==> src/rtl/x_usr_access_seq.sv <==
// User-access configuration word bank: presents DEPTH preloaded words one at a time on DATA,
// stepping on ADVANCE in lockstep with the rising edge of a divided configuration clock.
module x_usr_access_seq #(
    parameter int                          DATA_WIDTH     = 32,
    parameter int                          DEPTH          = 4,
    parameter logic [DEPTH*DATA_WIDTH-1:0] INIT           = '0,
    parameter int                          CLK_DIV        = 4,
    parameter int                          STARTUP_CYCLES = 16,
    parameter string                       MODE           = "CYCLE",
    parameter string                       LOC            = "UNPLACED",
    localparam int                         IW             = (DEPTH > 1) ? $clog2(DEPTH) : 1
) (
    input  logic                  CLK,
    input  logic                  RST,
    input  logic                  ADVANCE,
    output logic                  CFGCLK,
    output logic [DATA_WIDTH-1:0] DATA,
    output logic                  DATAVALID,
    output logic [IW-1:0]         INDEX,
    output logic                  DONE
);

    localparam int            DW         = (CLK_DIV > 1) ? $clog2(CLK_DIV) : 1;
    localparam int            SW         = (STARTUP_CYCLES > 0) ? $clog2(STARTUP_CYCLES + 1) : 1;
    localparam bit            IS_STATIC  = (MODE == "STATIC");
    localparam bit            IS_ONESHOT = (MODE == "ONESHOT");
    localparam logic [IW-1:0] LAST       = IW'(DEPTH - 1);

    typedef enum logic [2:0] {
        S_STARTUP,
        S_VALID,
        S_DROP,
        S_SETTLE,
        S_DONE
    } state_t;

    state_t        state;
    logic [DW-1:0] div_cnt;
    logic [SW-1:0] st_cnt;
    logic          div_tc;
    logic          rise;
    logic          st_done;
    logic [IW-1:0] nxt_idx;

    assign div_tc  = (div_cnt == DW'(CLK_DIV - 1));
    assign rise    = div_tc && !CFGCLK;
    assign st_done = (st_cnt == SW'(STARTUP_CYCLES));
    assign nxt_idx = (INDEX == LAST) ? '0 : INDEX + 1'b1;

    function automatic logic [DATA_WIDTH-1:0] word(input logic [IW-1:0] k);
        return INIT[int'(k)*DATA_WIDTH +: DATA_WIDTH];
    endfunction

    always_ff @(posedge CLK or posedge RST) begin
        if (RST) begin
            state     <= S_STARTUP;
            div_cnt   <= '0;
            st_cnt    <= '0;
            CFGCLK    <= 1'b0;
            DATA      <= '0;
            DATAVALID <= 1'b0;
            INDEX     <= '0;
            DONE      <= 1'b0;
        end else begin
            if (div_tc) begin
                div_cnt <= '0;
                CFGCLK  <= ~CFGCLK;
            end else begin
                div_cnt <= div_cnt + 1'b1;
            end
            // saturates, so st_done means "at least STARTUP_CYCLES edges already seen"
            if (!st_done)
                st_cnt <= st_cnt + 1'b1;

            case (state)
                S_STARTUP: begin
                    if (st_done && rise) begin
                        DATA      <= word('0);
                        INDEX     <= '0;
                        DATAVALID <= 1'b1;
                        state     <= S_VALID;
                    end
                end
                S_VALID: begin
                    if (ADVANCE && !IS_STATIC) begin
                        if (IS_ONESHOT && INDEX == LAST) begin
                            DONE  <= 1'b1;
                            state <= S_DONE;
                        end else begin
                            state <= S_DROP;
                        end
                    end
                end
                // the valid-drop edge is never also the load edge, so DATAVALID is always seen low
                S_DROP: begin
                    DATAVALID <= 1'b0;
                    state     <= S_SETTLE;
                end
                S_SETTLE: begin
                    if (rise) begin
                        DATA      <= word(nxt_idx);
                        INDEX     <= nxt_idx;
                        DATAVALID <= 1'b1;
                        state     <= S_VALID;
                    end
                end
                S_DONE:  ;
                default: state <= S_STARTUP;
            endcase
        end
    end

endmodule
==> config.mk <==
export PLATFORM = sky130hd
export DESIGN_NAME = x_usr_access_seq
export DESIGN_NICKNAME = d
export VERILOG_FILES = /design/src/rtl/x_usr_access_seq.sv
export SDC_FILE = /design/constraint.sdc
export NUM_CORES = 1
export LEC_CHECK = 0
export ABC_AREA = 1
export CAP_MARGIN = 20
export CORE_UTILIZATION = 45
export CTS_BUF_LIST = sky130_fd_sc_hd__clkbuf_16
export DETAILED_ROUTE_END_ITERATION = 16
export GPL_ROUTABILITY_DRIVEN = 0
export PLACE_DENSITY_LB_ADDON = 0.2
export SETUP_SLACK_MARGIN = 0.15
export SLEW_MARGIN = 20
export SYNTH_ARGS = -nofsm -noshare
export SYNTH_HDL_FRONTEND = slang
export SYNTH_SLANG_ARGS = --single-unit
==> constraint.sdc <==
create_clock -name CLK -period 3.5 [get_ports CLK]
set_input_delay 0.525 -clock CLK [delete_from_list [all_inputs] [get_ports CLK]]
set_output_delay 0.525 -clock CLK [all_outputs]
set_load 0.01 [all_outputs]
==> results.md, run 1 <==
- Final Max Tran Viols: 0
- Worst setup margin: 1.78 ns
- Routed Antenna Nets: 0
- Pin count of the biggest net entering global routing: 14
- CP Buf/Inv Count: 1
- Multi-input gate area: 467 um2
- Final non-filler cell total: 147
- PnR Total Power: 0.661 mW
- Drt initial violations: 5
- EDFF count, synth: 0
- Clock Latency Late Sink: 0.23 ns
- Final design utilization: 0.509
- Starting density of the core: 0.487
- Area after DPL: 931 um2
- Layout area overhead: 4.67%
- # DRC: 0
- FMAX: 0.580 GHz
- Die Height: 48.3 um
- Rows: 16
- Clk root buf: clkbuf_16
- First-pass GRT wire length: 2060 um
- Yosys reg bits: 13
- Post-synth cell types: 18
- Routed met2 length: 566 um
- Hold slack: 0.430 ns
- Vias in the first global route: 528
- Placed cells: 143
- Top Layer Used: met4
- N_diodes: 0
- Ratio of cells with drive above 1 in the final layout: 0.0917
- Peak VDD IR: 450 uV
- CP Capture Type: output pin
- Final Hold Vio Count: 0
- Max_cap viols: 0
- Worst Setup Start Kind: flip-flop
- Clock tree from TritonCTS: built
- WP data arrival: 1.20 ns
- H-tree lvl count: 1
- Leakage: 0.570 nW
- Sequential fraction of the synthesis area: 0.337
- Final Net Count: 133
- Vias per cell: 3.86
- DIE AREA: 2330 um2
- Core area: 1980 um2
- Cell Pwr Density: 654 nW/um2
- Syn Area/Cell: 8.69 um2
- Slowest cell on the critical path: clkdlybuf4s50_1
- Setup Crit Path Kind: flip-flop to output pin
- DRT Wirelength: 1170 um
- Critical path's top delay family: buffers and inverters
- Routed vias: 567
- Run status: finished clean
- Final setup vio count: 0
- Total GRT Usage: 0.114
- Req. time, crit path: 2.97 ns
- CTS Buf Count: 3
- # port buffers: 6
- RSZ-0062 raised after global routing: false
- Detailed placement HPWL: 969 um
- Met1 Wirelength: 540 um
- Clock-pin slew on the worst setup and hold paths: 0.04 ns
- Met3 WL: 46 um
- I/O pin cnt: 40
- # resized after CTS: 0
- Main synth FF type: dfrtp_1
- Final Instance Area: 1010 um2
- Final worst path period need: 1.72 ns
- Drt pass-1 iters: 2
- Hold Buf Count CTS: 0
- Critical path cell sequence: clkdlybuf4s50_1
- Storage cell area: 325 um2
- CTS max path bufs: 2
- Mapped Cells: 111
- Dpl ws: 2.02 ns
- # fillers: 192
- Hold Path Class: flip-flop to flip-flop
- YS warnings: 1
- WL/cell: 7.95 um
- Setup tns final: 0 ns
- Post CTS Setup Buffer Count: 0
- Total gr overflow: 0
- Layout Skew: 0.00172 ns
- Max incr delay on CP: 0.56 ns
- Post-synthesis cell area: 965 um2
- Synth async-reset ratio: 1.00
- Fin crit share: 0.493
- CTS sink cnt: 13
- Antenna violations before repair: 0
- Die X: 48.3 um
- Crit path max fanout: 3
-- cells in the mapped netlist, types with 2 or more instances --
library cell,instances,area [um2]
ha_1,9,113
xnor2_1,3,26.3
nand2_1,17,63.8
dfrtp_1,13,325
xor2_1,2,17.5
nor2_2,4,25.0
buf_4,33,248
nor2_1,4,15.0
inv_1,11,41.3
nand3_1,7,35.0
-- power by group --
group	internal (mW)	switching, mW	leakage, nW
clock	0.150	0.0554	0.0423
sequential	0.180	0.0259	0.165
combinational	0.101	0.148	0.363
total	0.431	0.229	0.570
-- path summary, 6_finish.rpt --
| path | startpoint | to | slack (ns) | cells past startpoint |
|---|---|---|---|---|
| worst max register to register | st_cnt[0] | state[0] | 2.20 | 9 |
| worst max-delay path | CFGCLK | CFGCLK | 1.78 | 1 |
| min in group asynchronous | RST | INDEX[0] | 0.61 | 2 |
| worst min-delay path | div_cnt[0] | div_cnt[0] | 0.43 | 1 |
| max in group asynchronous | RST | st_cnt[1] | 2.56 | 2 |
| worst min register to register | div_cnt[0] | div_cnt[0] | 0.43 | 1 |
-- final cells by class --
cell class              count  area share
multi-input cells          85       0.462
flip-flops and latches     13       0.322
clock buffers               3      0.0743
repair buffers              6      0.0595
inverters                  12      0.0446
well taps                  27      0.0335
clock inverters             1     0.00372
-- sequential cells by signal (all words and copies together) (netlist names) --
signal	flops
CFGCLK	1
DATAVALID	1
INDEX	2
div_cnt	2
st_cnt	5
state	2
-- cell families (layout without fill, tap and decap cells) --
kind of cell | count (synthesis) | in the layout | synth area share
buffers and inverters | 45 | 22 | 0.304
AND/OR/NAND/NOR | 36 | 36 | 0.183
flip-flops | 13 | 13 | 0.337
adder cells (fa/ha/maj) | 9 | 9 | 0.117
XOR/XNOR | 5 | 5 | 0.0454
AO/OA/AOI/OAI | 2 | 2 | 0.0104
other | 1 | 33 | 0.00389
-- layer usage --
| metal | global-route usage | vias to the layer above |
|---|---|---|
| li1 | - | 289 |
| met1 | 0.128 | 260 |
| met2 | 0.197 | 16 |
| met3 | 0.0283 | 2 |
| met4 | 0.0588 | 0 |
| met5 | 0 | - |
-- cell usage in the layout (no fill, tap or decap), types with 2 or more instances in the layout --
cell type,count
clkbuf_16,3
clkdlybuf4s50_1,6
conb_1,33
dfrtp_1,13
ha_1,9
inv_1,12
nand2_1,17
nand3_1,7
nor2_1,4
nor2_2,4
xnor2_1,3
xor2_1,2
(Power assumes the default switching activity.)
==> inputs of run 2 (changes only) <==
--- a/config.mk
+++ b/config.mk
@@ -7,7 +7,7 @@
 export LEC_CHECK = 0
 export ABC_AREA = 1
 export CAP_MARGIN = 20
-export CORE_UTILIZATION = 45
+export CORE_UTILIZATION = 38
 export CTS_BUF_LIST = sky130_fd_sc_hd__clkbuf_16
 export DETAILED_ROUTE_END_ITERATION = 16
 export GPL_ROUTABILITY_DRIVEN = 0
==> constraint.sdc (replaced) <==
create_clock -name CLK -period 1.4 [get_ports CLK]
set_input_delay 0.21 -clock CLK [delete_from_list [all_inputs] [get_ports CLK]]
set_output_delay 0.21 -clock CLK [all_outputs]
set_load 0.01 [all_outputs]
==> results.md, run 2 (synthesized netlist as in run 1, its figures left out) <==
- Run status: finished clean
- First-pass GRT wire length: 2080 um (+0.97%)
- N_diodes: 0 (unchanged)
- Clk root buf: clkbuf_16
- Hold Buf Count CTS: 0 (unchanged)
- Drt initial violations: 6 (+1)
- Reg-to-reg critical path endpoint: state[0]
- Hold Path Class: primary input to asynchronous set/reset pin
- Layout Skew: 0.000557 ns (-0.00116 ns)
- I/O pin cnt: 40 (unchanged)
- Die Height: 52.4 um (+8.5%)
- Final worst path period need: 1.27 ns
- DIE AREA: 2740 um2 (+18%)
- DRT Wirelength: 1460 um (+25%)
- R2R depth: 7 (-2)
- RSZ-0062 raised after global routing: true
- CTS sink cnt: 13 (unchanged)
- Routed vias: 628 (+11%)
- Crit path top cell by count: nand2_1
- Setup Crit Path Kind: flip-flop to flip-flop
- CTS Buf Count: 3 (unchanged)
- CTS max path bufs: 2 (unchanged)
- # port buffers: 6 (unchanged)
- Final setup vio count: 0 (unchanged)
- Critical path cell sequence: ha_4, inv_1, nor2_4, nor2_1, nand2_2, nand2_1, nand2_1
- CP Capture Type: flip-flop
- Worst setup margin: 0.127 ns (-1.65 ns)
- Final Max Tran Viols: 0 (unchanged)
- Starting density of the core: 0.420 (-0.0668)
- WP data arrival: 1.41 ns (+0.21 ns)
- Req. time, crit path: 1.53 ns (-1.44 ns)
- Layout area overhead: 18.8%
- H-tree lvl count: 1 (unchanged)
- FF-to-FF setup slack: 0.13 ns (-2.07 ns)
- Die X: 52.4 um (+8.5%)
- Routed Antenna Nets: 0 (unchanged)
- Largest register FFs: 5 (unchanged)
- Clock tree from TritonCTS: built
- Rows: 17 (+1)
- # DRC: 0 (unchanged)
- Vias in the first global route: 493 (-6.6%)
- Antenna violations before repair: 0 (unchanged)
- Final Net Count: 140 (+5.3%)
- Max_cap viols: 0 (unchanged)
- Max incr delay on CP: 0.46 ns (-0.10 ns)
- FMAX: 0.786 GHz
- Vias per cell: 4.05 (+5.0%)
- Core area: 2300 um2 (+16%)
- Crit path max fanout: 5 (+2)
- Cell Pwr Density: 1630 nW/um2 (+150%)
- Leakage: 0.639 nW (+12%)
- PnR Total Power: 1.87 mW (+180%)
- Commonest non-fill, non-tap cell in the layout: conb_1
- Clock Latency Late Sink: 0.24 ns (about the same)
- Pin count of the biggest net entering global routing: 14 (unchanged)
- Hold slack: 0.263 ns (-0.167 ns)
- Worst Setup Start Kind: flip-flop
- WL/cell: 9.41 um (+18%)
- Clock-pin slew on the worst setup and hold paths: 0.05 ns (about the same)
- Most frequent cells in the layout: 33 x conb_1, 12 x nand2_1, 11 x dfrtp_1
- Ratio of cells with drive above 1 in the final layout: 0.283 (+0.192)
- Detailed placement HPWL: 976 um (+0.74%)
- Slowest cell on the critical path: dfrtp_2
- Fin crit share: 0.909
- Total GRT Usage: 0.106 (-0.00728)
- FF-to-FF Start: state[0]
- Drt pass-1 iters: 4 (+2)
- Largest register by flop count: st_cnt
- Final Hold Vio Count: 0 (unchanged)
- Total gr overflow: 0 (unchanged)
- Peak VDD IR: 946 uV (+110%)
- Dpl ws: 0.121 ns (-1.89 ns)
- Setup tns final: 0 ns (unchanged)
## run 2: changes by cell type in the layout (fill, tap and decap cells not counted), sizes merged
cell,change
buf,+7
clkdlybuf4s50,-4
clkinv,+1
dlygate4sd2,+3
dlymetal6s2s,+1
inv,-1
## run 2: what timing repair did
action | CTS | global route
setup endpoints to repair | 9 | 6
setup buffers | 2 | 4
cloned | 0 | 0
pin swaps | 0 | 6
resized for setup | 8 | 20
## run 2: where the power goes
part / switching, mW / internal, mW / leakage (nW)
sequential: 0.0974 / 0.455 / 0.163
combinational: 0.458 / 0.319 / 0.436
clock: 0.162 / 0.380 / 0.0409
total: 0.717 / 1.15 / 0.639
## run 2: worst max path at each step
stage,start,to,depth (start not counted)
final,state[0],state[0],7
after global routing,state[0],state[0],7
after CTS,CFGCLK,CFGCLK,1
after detailed placement,state[1],INDEX[0],7
after global placement,state[0],INDEX[0],7
after floorplan,st_cnt[0],INDEX[0],9
## run 2: worst max-delay path: cells and delay by family, from the launching register on
family	cells	cell delay (ns)
fa+ha+maj	1	0.18
buf+inv	1	0.10
simple gates	5	0.42
flops	1	0.46
## run 2: final cells by class
type | count | area (um2)
fillers | 219 | 1150
multi-input cells | 85 | 547
flip-flops and latches | 13 | 328
repair buffers | 13 | 111
clock buffers | 3 | 75.1
inverters | 12 | 45.0
well taps | 28 | 35.0
clock inverters | 1 | 5.00
## run 2: metal layers
| metal | GRT usage | share of wire | routed length, um |
|---|---|---|---|
| met5 | 0 | 0 | 0 |
| met1 | 0.127 | 0.42 | 616 |
| met4 | 0.0263 | 0 | 0 |
| met3 | 0.0522 | 0.058 | 84 |
| met2 | 0.169 | 0.52 | 757 |
## run 2: through the flow
step | util | area (um2) | instances
final | 0.499 | 1150 | 155
after CTS | 0.452 | 1040 | 151
after floorplan | - | 1080 | 143
after global placement | 0.409 | 940 | 145
after detailed placement | 0.409 | 940 | 145
after global routing | 0.499 | 1150 | 155
